**src/rtl/tcs3200_rgb_meter.sv**
```systemverilog
// TCS3200 colour sensor front end: steps the S2/S3 filter through red, green and blue and counts OUT edges per gate.
// Optional macro COLOR_AVG_EN: each published value becomes the mean of the previous output and the new frame.
module tcs3200_rgb_meter #(
  parameter int GATE_CYCLES   = 500000,
  parameter int SETTLE_CYCLES = 5000,
  parameter int CNT_W         = 16,
  parameter int NORM_SHIFT    = 2
) (
  input  logic        clk,
  input  logic        rst,
  input  logic        en,
  input  logic        sensor_out,
  output logic        s2,
  output logic        s3,
  output logic [15:0] red_norm,
  output logic [15:0] green_norm,
  output logic [15:0] blue_norm,
  output logic        valid,
  output logic        busy
);

  localparam int TMAX = (GATE_CYCLES > SETTLE_CYCLES) ? GATE_CYCLES : SETTLE_CYCLES;
  localparam int TW   = $clog2(TMAX + 1);
  localparam logic [CNT_W-1:0] CNT_MAX     = '1;
  localparam logic [TW-1:0]    SETTLE_LAST = TW'(SETTLE_CYCLES - 1);
  localparam logic [TW-1:0]    GATE_LAST   = TW'(GATE_CYCLES - 1);

  typedef enum logic [2:0] {IDLE, SETTLE, COUNT, STORE, DONE} state_t;

  state_t           state, next_state;
  logic [1:0]       ch, next_ch;
  logic [TW-1:0]    timer;
  logic [CNT_W-1:0] count;
  logic             sync_a, sync_b, sync_d;
  logic             rise;
  logic             entering_settle;
  logic [15:0]      store_val;
  logic [15:0]      red_sh, green_sh, blue_sh;

  function automatic logic [1:0] filter_code(input logic [1:0] c);
    case (c)
      2'd1:    return 2'b11;
      2'd2:    return 2'b01;
      default: return 2'b00;
    endcase
  endfunction

`ifdef COLOR_AVG_EN
  logic first_frame;

  function automatic logic [15:0] blend(input logic [15:0] old_v, input logic [15:0] new_v,
                                        input logic load);
    logic [16:0] sum;
    sum = {1'b0, old_v} + {1'b0, new_v};
    return load ? new_v : sum[16:1];
  endfunction
`endif

  assign rise            = sync_b & ~sync_d;
  assign busy            = (state != IDLE);
  assign store_val       = 16'(count >> NORM_SHIFT);
  assign entering_settle = (next_state == SETTLE) && (state != SETTLE);

  always_comb begin
    next_state = state;
    next_ch    = ch;
    case (state)
      IDLE: begin
        next_ch = 2'd0;
        if (en) next_state = SETTLE;
      end
      SETTLE: if (timer == SETTLE_LAST) next_state = COUNT;
      COUNT:  if (timer == GATE_LAST) next_state = STORE;
      STORE: begin
        if (ch == 2'd2) begin
          next_state = DONE;
        end else begin
          next_state = SETTLE;
          next_ch    = ch + 2'd1;
        end
      end
      DONE: begin
        next_ch    = 2'd0;
        next_state = en ? SETTLE : IDLE;
      end
      default: next_state = IDLE;
    endcase
  end

  // The timer restarts on every state change so SETTLE and COUNT each last exactly their programmed length.
  always_ff @(posedge clk) begin
    if (rst) begin
      state <= IDLE;
      ch    <= 2'd0;
      timer <= '0;
    end else begin
      state <= next_state;
      ch    <= next_ch;
      if ((state == SETTLE || state == COUNT) && next_state == state) timer <= timer + TW'(1);
      else timer <= '0;
    end
  end

  always_ff @(posedge clk) begin
    if (rst) begin
      sync_a     <= 1'b0;
      sync_b     <= 1'b0;
      sync_d     <= 1'b0;
      count      <= '0;
      s2         <= 1'b0;
      s3         <= 1'b0;
      red_sh     <= '0;
      green_sh   <= '0;
      blue_sh    <= '0;
      red_norm   <= '0;
      green_norm <= '0;
      blue_norm  <= '0;
      valid      <= 1'b0;
`ifdef COLOR_AVG_EN
      first_frame <= 1'b1;
`endif
    end else begin
      sync_a <= sensor_out;
      sync_b <= sync_a;
      sync_d <= sync_b;
      valid  <= (state == DONE);
      if (entering_settle) {s2, s3} <= filter_code(next_ch);
      // Outside COUNT the counter sits at zero, which also clears it after STORE has captured it.
      if (state == COUNT) begin
        if (rise && count != CNT_MAX) count <= count + CNT_W'(1);
      end else begin
        count <= '0;
      end
      if (state == STORE) begin
        case (ch)
          2'd0:    red_sh   <= store_val;
          2'd1:    green_sh <= store_val;
          default: blue_sh  <= store_val;
        endcase
      end
      if (state == DONE) begin
`ifdef COLOR_AVG_EN
        red_norm    <= blend(red_norm, red_sh, first_frame);
        green_norm  <= blend(green_norm, green_sh, first_frame);
        blue_norm   <= blend(blue_norm, blue_sh, first_frame);
        first_frame <= 1'b0;
`else
        red_norm   <= red_sh;
        green_norm <= green_sh;
        blue_norm  <= blue_sh;
`endif
      end
    end
  end

endmodule

```
**config.mk**
```make
export PLATFORM = sky130hd
export DESIGN_NAME = tcs3200_rgb_meter
export DESIGN_NICKNAME = d
export VERILOG_FILES = /design/src/rtl/tcs3200_rgb_meter.sv
export SDC_FILE = /design/constraint.sdc
export NUM_CORES = 1
export LEC_CHECK = 0
export ABC_AREA = 1
export BUFFER_PORTS_ARGS = -buffer_cell sky130_fd_sc_hd__clkbuf_2
export CORE_ASPECT_RATIO = 1.25
export CORE_MARGIN = 1
export CORE_UTILIZATION = 35
export CTS_CLUSTER_DIAMETER = 200
export DETAILED_ROUTE_END_ITERATION = 8
export GPL_ROUTABILITY_DRIVEN = 0
export SYNTH_ARGS = -nofsm -noshare
export SYNTH_HDL_FRONTEND = slang
export SYNTH_SLANG_ARGS = --single-unit
```
**constraint.sdc**
```tcl
create_clock -name clk -period 1.8 [get_ports clk]
set_clock_uncertainty 0.1 [all_clocks]
set_input_delay 0.18 -clock clk [delete_from_list [all_inputs] [get_ports clk]]
set_output_delay 0.18 -clock clk [all_outputs]
set_load 0.005 [all_outputs]
```
# ---- Word-level counts from Yosys, hierarchy flattened
# Index checks and enable logic that the tools add are counted.
dict set report word_totals {
  elab_cells 61
  in_bits 4
  regBits 130
  out_inout_bits 52
}
dict set report op_classes {
  n_mux 9
  eq_ne 14
  n_reduce_logical 14
  bitwise_logic 5
  addsub 3
}
# op n
set ops {}
lappend ops {{$add A19 B1 Y19 const B} 1}
lappend ops {{$eq A19 B13 Y1 const B} 1}
lappend ops {{$eq A19 B19 Y1 const B} 1}
lappend ops {{$add A16 B1 Y16 const B} 1}
lappend ops {{$ne A16 B16 Y1 const B} 1}
lappend ops {{$pmux W3 S5} 1}
lappend ops {{$mux W3} 4}
lappend ops {{$pmux W2 S2} 2}
lappend ops {{$reduce_or A2 Y1} 4}
lappend ops {{$eq A3 B1 Y1 const B} 2}
lappend ops {{$eq A3 B2 Y1 const B} 2}
lappend ops {{$reduce_and A2 Y1} 3}
lappend ops {{$eq A2 B1 Y1 const B} 2}
lappend ops {{$eq A2 B2 Y1 const B} 2}
lappend ops {{$not A1 Y1} 4}
lappend ops {{$eq A3 B3 Y1} 1}
lappend ops {{$eq A3 B3 Y1 const B} 1}
lappend ops {{$logic_and A1 B1 Y1} 3}
lappend ops {{$logic_not A3 Y1} 1}
lappend ops {{$ne A3 B1 Y1 const B} 1}
lappend ops {{$reduce_bool A3 Y1} 1}
lappend ops {{$add A2 B1 Y2 const B} 1}
lappend ops {{$logic_not A2 Y1} 1}
lappend ops {{$mux W2} 1}
lappend ops {{3 further kinds} 3}

# ---- Depth between registers and ports, before layout
dict set report logic_depth {
  word_depth 7
  mapped_depth 12
  depth_no_buf 11
}

# ---- Least setup slack after synthesis
# No wires, ideal clock.
dict set report synth_timing {
  kind {register to register}
  from {register timer[0]}
  to {register timer[15]}
  arrival_ps 1461
  setup_ps 121
  path_stages_with_launch 12
  path_slack_ps 119
  n_path_buf 1
  period_less_slack_ps 1681
  t_required_ps 1579
  cell_sequence {dfxtp_1 > ha_1 > nand2_1 > inv_1 > nand2_1 > nor2_2 > nand3_1 > nand2_2 > nand3_1 > nand3_4 > buf_12 > nor2_4}
}
dict set report synth_via {
  elab_chain_len 7
  elab_cells_between_ends 10
  classes_between {add/sub (1); eq/ne (3); mux (3); bitwise (1); reduce/logical (2)}
}
# item line_no
set synth_lines {}
lappend synth_lines {{from (decl)} 32} ;# logic [TW-1:0] timer;
lappend synth_lines {{from (signal assigned)} 99} ;# if ((state == SETTLE || state == COUNT) && next_state == state) timer <= timer + TW'(1);
lappend synth_lines {{$eq A19 B19 Y1 / $eq A19 B13 Y1 (equally long branches)} {73, 72}}
lappend synth_lines {{$mux W3 (on tied branches)} {73, 72}}
lappend synth_lines {{$pmux W3 S5} 67} ;# case (state)
lappend synth_lines {{$eq A3 B3 Y1} 99}
lappend synth_lines {{$logic_and A1 B1 Y1} 99}
lappend synth_lines {{$not A1 Y1 (no source line)} n/a}
lappend synth_lines {{$reduce_or A2 Y1 (no source line)} n/a}
# Parallel ways exist; a longest one is shown, timed or not.
# A chain may end at the register's enable or synchronous reset.

# ---- Worst setup path after layout
dict set report layout_timing {
  from {register state[1]}
  to {register timer[15]}
}
dict set report layout_via {
  elab_chain_len 6
  elab_cells_between_ends 14
  classes_between {eq/ne (5); mux (4); bitwise (1); reduce/logical (4)}
}
# item line_no
set layout_lines {}
lappend layout_lines {{from (decl)} 30} ;# state_t state, next_state;
lappend layout_lines {{from (signal assigned)} 97} ;# state <= next_state;
lappend layout_lines {{$eq A3 B3 Y1, or another cell as far along} 67}
lappend layout_lines {{$pmux W3 S5} 67}
lappend layout_lines {{$eq A3 B3 Y1} 99}
lappend layout_lines {{$logic_and A1 B1 Y1 *} 99}
lappend layout_lines {{$not A1 Y1 (no source line) *} n/a}
lappend layout_lines {{$reduce_or A2 Y1 (no source line) *} n/a}
# Mark *: on every way between the ends. The rest lies on a longest branch, timed or not.

==> out/qor.yml <==
status: "complete, but fails checks"
violations: "design-rule violations"
port_buffers: 49
ff2ff_setup_slack_ps: 110
synth_top_area_share_pct: 46.9
antenna_left: 0
antenna_cells: 0
finish.net_count: 793
dieArea_sq_um: 16400
firstDrtPassIters: 6
end_kind: "flip-flop"
synth-edff-count: 0
drt_wl_total_um: 12400
whs_path_depth: 4
yosys_register_bits: 130
synth_top_family_by_area: "simple AND/OR/NAND/NOR gates"
p_leak_nw: 2.76
place_ws_ps: 88.4
reg2reg_to: "timer[15]$_SDFF_PP0_"
finalSetupViolCount: 0
fin_ws_ps: 108
h-tree-depth: 4
io_pins: 56
cpPeakStageDelay_ps: 350
synth_flop_cell: "dfxtp_1"
max_clock_freq_ghz: 0.591
cp_top_family: "simple AND/OR/NAND/NOR gates"
synth_cell_types: 33
fin_crit_ps: 1690
synth_xor_area_share_pct: 4.26
remaining_drc_errors: 2
grt_usage_pct: 16.2
yosysTopAreaCell: "dfxtp_1"
synth.avg_cell_area_sq_um: 7.71
dp_cells: 971
fp.dieW_um: 115
crit_required_ps: 1990
syn_to_final_growth_pct: 22.1
yosys.cell_count.top_type: "nor2_1"
cts_tree: "done"
hold_violations: 0
drive_above_1_share_pct: 20.9
numCtsBuffers: 17
yosysWarnings: 0
core_area_sq_um: 15500
initial_core_util_pct: 35.8
powerDensity_nw_per_um2: 918
path_buf_inv: 1
ys_seq_area_share_pct: 46.9
worst_pin_slew_ps: 593
power_mw: 6.21
crit_path_top_delay_cell: "dfxtp_1"
holdWs_ps: 33.8
synth-compound-area-share_pct: 13.5
synth_adder_area_share_pct: 1.80
cts-root-buf: "clkbuf_16"
grt_max_degree: 72
vias: 4540
min_period_over_period_pct: 94.0
maxSlewHeadroom_pct: 60.5
synth_area_sq_um: 5550
muxShareOfSynthArea_pct: 0
dp_hpwl_um: 8660
fillers: 1594
fin_cells: 1002
min_from: "en"
synthSimpleGateAreaFrac_pct: 24.9
hold_class: "input pin to flip-flop"
hold_end: "s2$_SDFFE_PP0P_"
drv_cap: 0
grt_pass1_wl_um: 20600
synth_commonest_cells: "132 x nor2_1, 130 x dfxtp_1, 99 x nand2_1"
antenna_found_initial: 0
wl_per_cell_um: 12.3
cp.arrival_ps: 1880
cp_cell_sequence: "nor2_1 > nand2_1 > nand2_2 > nor2_4 > nand2_1 > nand2_2 > nand3_4 > clkbuf_16 > nor2_4"
crit_fanout: 5
clock_path_buffers: 2
grt_pass1_vias: 4354
worstSetupPathType: "flip-flop to flip-flop"
reg2regPathDepth: 9
reg2reg_from: "state[1]$_SDFF_PP0_"
path_clk_slew_ps: 50
multi_input_area_sq_um: 2550
peakVddDrop_v: 0.000579
rows: 51
postSynthCellCount: 720
drtIter0Drc: 311
synthArstFlopShare_pct: 0
synth_area_leaders: "dfxtp_1 47%, nor2_1 8.9%, nand2_1 6.7%"
vias_per_cell: 4.53
cts_sinks: 130
overflow: 0
slew_viol_final: 0
die_y_um: 143
seq_area_sq_um: 2610
worstSetupStartpointType: "flip-flop"
clock_latency_ps: 410
-- cells in the final DEF (no fill, tap or decap), types with 2 or more instances in the layout --
| cell | n |
|---|---|
| nand4_1 | 5 |
| buf_12 | 5 |
| o21ai_0 | 74 |
| nor2_2 | 6 |
| inv_1 | 52 |
| ha_1 | 5 |
| clkinv_2 | 6 |
| nor2_4 | 12 |
| nor3_4 | 2 |
| nor2_1 | 128 |
| a21oi_2 | 5 |
| clkbuf_8 | 4 |
| xnor2_1 | 7 |
| conb_1 | 6 |
| nand2_2 | 7 |
| dfxtp_4 | 2 |
| inv_2 | 10 |
| xor2_1 | 20 |
| nand3_1 | 33 |
| nand2_1 | 99 |
| nor3_1 | 3 |
| nor3_2 | 3 |
| clkbuf_2 | 49 |
| dfxtp_1 | 127 |
| clkbuf_16 | 18 |
| buf_4 | 24 |
| a21oi_1 | 63 |
| nand3_2 | 2 |
| nand3_4 | 2 |
| ha_4 | 2 |
-- how the worst max path moves through the flow --
stage                               startpoint              endpoint  slack (ps)  cells past startpoint
after floorplan            timer[0]$_SDFF_PP0_  timer[15]$_SDFF_PP0_         120                     11
after global placement    timer[11]$_SDFF_PP0_   timer[2]$_SDFF_PP0_         100                      9
after detailed placement   timer[1]$_SDFF_PP0_   timer[0]$_SDFF_PP0_          90                     10
after CTS                  timer[1]$_SDFF_PP0_   timer[2]$_SDFF_PP0_          60                     11
after global routing       timer[2]$_SDFF_PP0_   timer[0]$_SDFF_PP0_         -30                     11
final                      state[1]$_SDFF_PP0_  timer[15]$_SDFF_PP0_         110                      9
-- flip-flops by register name (all words and copies together), names as in the netlist, 2 cells and up --
name	count
red_norm	14
count	16
green_sh	14
state	3
green_norm	14
blue_sh	14
blue_norm	14
timer	19
ch	2
red_sh	14
-- metrics by stage --
stage | utilization, % | area [sq um] | setup TNS [ps]
final | 43.7 | 6770 | 0
after floorplan | - | 5570 | 0
after global routing | 43.7 | 6770 | -115
after CTS | 43.0 | 6680 | 0
after detailed placement | 39.5 | 6120 | 0
after global placement | 39.5 | 6120 | 0
-- cell families (layout without fill, tap and decap cells) --
logic type                 Yosys count  after routing
AOI/OAI and AO/OA                  144            144
xor gates and xnor gates            27             27
adders and majority gates            8              8
buffers and inverters              106            171
DFF                                130            130
other                                1              6
and+or+nand+nor                    304            304
-- what timing repair did --
item                       in CTS  in global routing
setup endpoints to repair       0                 31
hold endpoints to repair        1                  0
hold buffers                    1                  0
gates resized for setup         0                 19
buffers inserted                0                  1
-- per-layer routing --
layer | up-vias | wire, um | GRT usage (%) | share of wire, %
met1 | 2026 | 5570 | 19.8 | 45
li1 | 2412 | - | - | -
met4 | 0 | 248 | 6.70 | 2.0
met2 | 83 | 5990 | 26.6 | 48
met5 | - | 0 | 0 | 0
met3 | 19 | 549 | 4.46 | 4.4
-- layout make-up --
cell class	count	area share (%)
Clock buffer	21	7.09
Multi-Input combinational cell	489	37.7
Timing Repair Buffer	80	8.28
Sequential cell	130	38.6
Clock inverter	7	0.887
Tap cell	212	3.92
Inverter	63	3.57
-- report_power, final --
| part | internal [mW] | switching (mW) | total (mW) |
|---|---|---|---|
| combinational | 0.0536 | 0.102 | 0.155 |
| sequential | 2.89 | 0.00785 | 2.90 |
| clock | 2.00 | 1.17 | 3.16 |
-- tightest hold or removal path, stage by stage --
cell and delay (ps):
clkbuf_2 80, nand2_1 80, a21oi_1 80, nor2_1 90
Power figures use the tool's default switching activity.
